### config.mk
export PLATFORM = sky130hd
export DESIGN_NAME = stream_demux_1ton
export DESIGN_NICKNAME = d
export VERILOG_FILES = /design/src/rtl/stream_demux_1ton.sv
export SDC_FILE = /design/constraint.sdc
export NUM_CORES = 1
export LEC_CHECK = 0
export CAP_MARGIN = 0
export CORE_AREA = 2 2 53 67
export CTS_BUF_LIST = sky130_fd_sc_hd__clkbuf_4 sky130_fd_sc_hd__clkbuf_8
export CTS_CLUSTER_DIAMETER = 50
export DETAILED_ROUTE_END_ITERATION = 10
export DIE_AREA = 0 0 55 69
export DONT_BUFFER_PORTS = 1
export GPL_ROUTABILITY_DRIVEN = 0
export PLACE_DENSITY_LB_ADDON = 0.08
export REMOVE_ABC_BUFFERS = 1
export SYNTH_ARGS = -nofsm -noshare
export SYNTH_HDL_FRONTEND = slang
export SYNTH_SLANG_ARGS = --single-unit
### constraint.sdc
create_clock -name clk -period 2 [get_ports clk]
set_input_delay 0.3 -clock clk [delete_from_list [all_inputs] [get_ports clk]]
set_output_delay 0.3 -clock clk [all_outputs]
set_load 0.005 [all_outputs]
### src/rtl/stream_demux_1ton.sv
// stream_demux_1ton: registered 1-to-NCH valid/ready stream demultiplexer.
//
// The destination channel is sampled from in_sel on the first beat of a packet and
// held until the beat carrying in_last. Packets whose first-beat select is out of
// range (>= NCH) are accepted and discarded as a whole. Each output channel has a
// one-entry register, so a stalled channel never blocks draining of the others.
//
// Optional feature (macro STREAM_DEMUX_DROP_CNT_EN): adds output drop_cnt, a
// saturating count of discarded beats.
//
// Ports:
//   clk, rst_n            rising-edge clock, asynchronous active-low reset
//   in_valid/in_ready     input handshake; in_data, in_sel, in_last carried with it
//   out_valid/out_ready   per-channel handshake, bit i is channel i
//   out_data              channel i occupies [i*DW +: DW]
//   out_last              per-channel last flag
//   busy                  a packet is open (routing or discarding)
//   cur_ch                locked channel, 0 when idle
//   drop_cnt              discarded-beat counter (macro builds only)
module stream_demux_1ton #(
  parameter int unsigned DW  = 8,
  parameter int unsigned NCH = 4,
  parameter int unsigned SW  = 2,
  parameter int unsigned CW  = 8
) (
  input  logic              clk,
  input  logic              rst_n,
  input  logic              in_valid,
  output logic              in_ready,
  input  logic [DW-1:0]     in_data,
  input  logic [SW-1:0]     in_sel,
  input  logic              in_last,
  output logic [NCH-1:0]    out_valid,
  input  logic [NCH-1:0]    out_ready,
  output logic [NCH*DW-1:0] out_data,
  output logic [NCH-1:0]    out_last,
  output logic              busy,
  output logic [SW-1:0]     cur_ch
`ifdef STREAM_DEMUX_DROP_CNT_EN
  ,
  output logic [CW-1:0]     drop_cnt
`endif
);

  localparam logic [1:0] StIdle = 2'd0;
  localparam logic [1:0] StPkt  = 2'd1;
  localparam logic [1:0] StDrop = 2'd2;

  logic [1:0]        state_q, state_d;
  logic [SW-1:0]     cur_ch_q, cur_ch_d;
  logic [NCH-1:0]    out_valid_q, out_valid_d;
  logic [NCH-1:0]    out_last_q, out_last_d;
  logic [NCH*DW-1:0] out_data_q, out_data_d;

  logic          sel_ok;
  logic [SW-1:0] tgt;
  logic          tgt_free;
  logic          load;
  logic          drop_beat;

  assign sel_ok = 32'(in_sel) < NCH;
  assign tgt    = (state_q == StIdle) ? in_sel : cur_ch_q;

  // Target register can take a beat if empty or draining this cycle. Decoded by loop
  // so an out-of-range select never indexes past the channel array.
  always_comb begin
    tgt_free = 1'b0;
    for (int unsigned i = 0; i < NCH; i++) begin
      if (tgt == SW'(i)) tgt_free = !out_valid_q[i] || out_ready[i];
    end
  end

  always_comb begin
    in_ready  = 1'b0;
    load      = 1'b0;
    drop_beat = 1'b0;
    state_d   = state_q;
    cur_ch_d  = cur_ch_q;
    case (state_q)
      StIdle: begin
        in_ready = sel_ok ? tgt_free : 1'b1;
        if (in_valid && in_ready) begin
          load      = sel_ok;
          drop_beat = !sel_ok;
          if (!in_last) begin
            if (sel_ok) begin
              state_d  = StPkt;
              cur_ch_d = in_sel;
            end else begin
              state_d = StDrop;
            end
          end
        end
      end
      StPkt: begin
        in_ready = tgt_free;
        if (in_valid && in_ready) begin
          load = 1'b1;
          if (in_last) begin
            state_d  = StIdle;
            cur_ch_d = '0;
          end
        end
      end
      StDrop: begin
        in_ready = 1'b1;
        if (in_valid) begin
          drop_beat = 1'b1;
          if (in_last) state_d = StIdle;
        end
      end
      default: begin
        state_d  = StIdle;
        cur_ch_d = '0;
      end
    endcase
  end

  // Load wins over drain, so a simultaneous drain+load keeps valid high.
  always_comb begin
    out_valid_d = out_valid_q;
    out_last_d  = out_last_q;
    out_data_d  = out_data_q;
    for (int unsigned i = 0; i < NCH; i++) begin
      if (load && tgt == SW'(i)) begin
        out_valid_d[i]           = 1'b1;
        out_last_d[i]            = in_last;
        out_data_d[i*DW +: DW]   = in_data;
      end else if (out_ready[i]) begin
        out_valid_d[i] = 1'b0;
      end
    end
  end

  always_ff @(posedge clk or negedge rst_n) begin
    if (!rst_n) begin
      state_q     <= StIdle;
      cur_ch_q    <= '0;
      out_valid_q <= '0;
      out_last_q  <= '0;
      out_data_q  <= '0;
    end else begin
      state_q     <= state_d;
      cur_ch_q    <= cur_ch_d;
      out_valid_q <= out_valid_d;
      out_last_q  <= out_last_d;
      out_data_q  <= out_data_d;
    end
  end

  assign out_valid = out_valid_q;
  assign out_last  = out_last_q;
  assign out_data  = out_data_q;
  assign busy      = state_q != StIdle;
  assign cur_ch    = cur_ch_q;

`ifdef STREAM_DEMUX_DROP_CNT_EN
  logic [CW-1:0] drop_cnt_q, drop_cnt_d;

  always_comb begin
    drop_cnt_d = drop_cnt_q;
    if (drop_beat && drop_cnt_q != {CW{1'b1}}) drop_cnt_d = drop_cnt_q + 1'b1;
  end

  always_ff @(posedge clk or negedge rst_n) begin
    if (!rst_n) drop_cnt_q <= '0;
    else        drop_cnt_q <= drop_cnt_d;
  end

  assign drop_cnt = drop_cnt_q;
`else
  logic unused_drop_beat;
  assign unused_drop_beat = drop_beat;
`endif

endmodule

==> metrics.md <==
| Metric | Value |
|---|---|
| Die height | `69 um` |
| H-tree level count | `2` |
| Max Cap Viol | `0` |
| Share of cells above drive strength 1 | `0.424` |
| Crit-path max cell delay | `0.45 ns` |
| First-pass GRT wire length | `about 5300 um` |
| Synth warn | `0` |
| Clk_skew | `slightly below 0.009 ns` |
| Hold Path Sink | `state_q[0]` |
| CP Data Arrival Time | `2.07 ns` |
| Final std cells w/o fill | `about 170` |
| Final setup viols | `0` |
| Drt pass-1 iters | `3` |
| Clock transition at the registers of the reported paths | `0.08 ns` |
| DRT antenna net count | `0` |
| Post-synth EDFFs | `0` |
| Cell row count | `23` |
| Crit path top cell by count | `buf_4` |
| Antenna violations before repair | `0` |
| CP endpoint kind | `flop` |
| Iter 0 DRT Violations | `21` |
| Wire per inst | `20.4 um` |
| Grt total ovfl | `0` |
| Hold WC Path Type | `primary input to flop` |
| I/O Buffers | `0` |
| CP cell instances | `buf_6 -> mux2i_1 -> buf_4 -> mux2i_4 -> buf_4 -> o22ai_4 -> o21ai_0 -> o2bb2ai_1` |
| Place WS | `0.0909 ns` |
| Largest net degree at the start of global routing | `44` |
| DRC violations left | `0` |
| # IOs | `62` |
| Vias | `980` |
| Layout Nets | `about 150` |
| Worst slew pin tran | `roughly 0.28 ns` |
| CTS tree | `yes` |
| Post-Syn Instances | `120` |
| R2R setup slack | `around 0.11 ns` |
| Post-route minimum period | `1.89 ns` |
| VDD IR max | `between 0.9 and 1 mV` |
| Slew Viols, Final | `0` |
| Root buf cell | `clkbuf_8` |
| Most common cell after layout, fill and taps aside | `dfrtp_1` |
| Vias in the first global route | `roughly 1100` |
| GRT Overall Usage | `0.200` |
| Initial Utilization | `0.561` |
| HP Start | `in_last` |
| Critical R2R Launch | `state_q[0]` |
| Setup crit start kind | `flop` |
| Power per Cell Area | `1600 nW/um^2` |
| Synth Register Bits | `43` |
| Die Span X | `55 um` |
| Hpwl dp | `2370 um` |
| Via density | `5.80` |
| Final worst setup slack | `~0.11 ns` |
| Avg Cell Area, Syn | `14.8 um^2` |
| Hold Path Depth | `1` |
| Area grow syn2layout | `12.9%` |
| Total CTS buffers | `5` |
| Top_reg_cell synth | `dfrtp_1` |
| Total routed wirelength | `3460 um` |
| Share of the yosys chip area belonging to registers | `0.606` |
| Slowest stage cell, crit path | `dfrtp_2` |
| Placed cells | `about 160` |
| TNS Setup | `0 ns` |
| Async S/R FF share, synth | `1.00` |
| FF-to-FF path depth | `8` |
| Mapped Area | `1780 um^2` |
| Netlist cell types | `23` |
| Die footprint | `around 3800 um^2` |
| Status | `finished, final reports clean` |
| Final Hold Viols | `0` |
| Clock sink count | `43` |
| Req. time, crit path | `2.17 ns` |
| Clock Path Buffers | `2` |
| Unrepaired setup endpoints after global routing | `false` |
| Period utilization | `0.947` |
| Diodes inserted | `0` |
| Core area | `approximately 3200 um^2` |
| Most frequent cells in the layout | `dfrtp_1 (42), mux2_2 (25), nand2_1 (8)` |
| Max_slew headroom | `0.811` |
| Crit Path Category | `flop to flop` |
| F_max | `about 0.53 GHz` |
| CP max FO | `5` |
| Lkg Pwr | `0.000922 uW` |
| Clk_lat worst skew | `roughly 0.29 ns` |
| Worst r2r dst | `cur_ch[0]` |
[worst max-delay path, delay by kind of cell (launching register included)]
kind	cells	cell delay, ns
flops	1	0.45
mux	2	0.31
compound gates	3	0.54
buf+inv	3	0.47
[report_power, final]
part | switching [uW] | internal [uW]
clock | 263 | 246
combinational | 410 | 632
sequential | 355 | 1300
[kinds of logic (layout without fill, tap and decap cells)]
| family | after synthesis | in the layout | share of synthesized area |
|---|---|---|---|
| AO/OA/AOI/OAI | 11 | 11 | 0.0451 |
| buffers and inverters | 7 | 19 | 0.0254 |
| flip-flops | 43 | 43 | 0.606 |
| multiplexers | 37 | 37 | 0.253 |
| AND/OR/NAND/NOR | 22 | 22 | 0.0711 |
[sequential cells by signal, summed over array words and instances, names as in the netlist]
name and count:
cur_ch 2, out_last 4, out_valid 4, out_data 32
state_q 1
[Yosys cell counts, types with 2 or more instances]
cell	instances	share of area
inv_1	2	0.0042
nand2b_1	5	0.018
o2bb2ai_1	2	0.0099
buf_6	2	0.013
a31oi_1	2	0.0070
o21ai_0	5	0.014
mux2_2	25	0.16
nand2_1	8	0.017
and2_1	2	0.0070
dfrtp_1	43	0.61
mux2_4	7	0.059
mux2i_1	4	0.023
buf_2	3	0.0084
[repair_timing]
action / 4_1_cts / 5_1_grt
hold endpoints to repair: 43 / 0
resized for setup: 3 / 4
setup buffers: 0 / 3
hold buffers: 2 / 0
endpoints found under the setup margin: 1 / 1
[area by class of cell]
| class | count | area (um^2) |
|---|---|---|
| fill | 246 | 1160 |
| sequential | 43 | 1080 |
| multi-input combinational | 70 | 684 |
| timing repair buffer | 11 | 114 |
| clock buffer | 6 | 76.3 |
| tap | 37 | 46.3 |
| inverter | 2 | 7.51 |
[layer usage]
layer  track usage  up-vias  routed length (um)
met1         0.222      492                1330
met5             0        -                   0
met4        0.0840        0                  55
li1              -      443                   -
met3         0.102        5                 316
met2         0.313       40                1760
[metrics by stage]
| stage | power (uW) | hold WS, ns | area, um^2 | util |
|---|---|---|---|---|
| after global routing | 3410 | 0.0657 | 2010 | 0.634 |
| after CTS | 3160 | 0.0777 | 1960 | 0.619 |
| after floorplan | 2310 | 0.00441 | 1740 | - |
| after global placement | 2570 | 0.00520 | 1840 | 0.582 |
| after detailed placement | 2610 | 0.00527 | 1840 | 0.582 |
| final | 3210 | 0.0799 | 2010 | 0.634 |
[worst max path at each step]
stage	to	start
floorplan	out_data[0]	state_q[0]
global placement	out_data[12]	state_q[0]
detailed placement	cur_ch[0]	state_q[0]
CTS	in_ready	state_q[0]
global route	in_ready	state_q[0]
finish	cur_ch[0]	state_q[0]
Note: power is estimated with default switching activity, not from simulation.
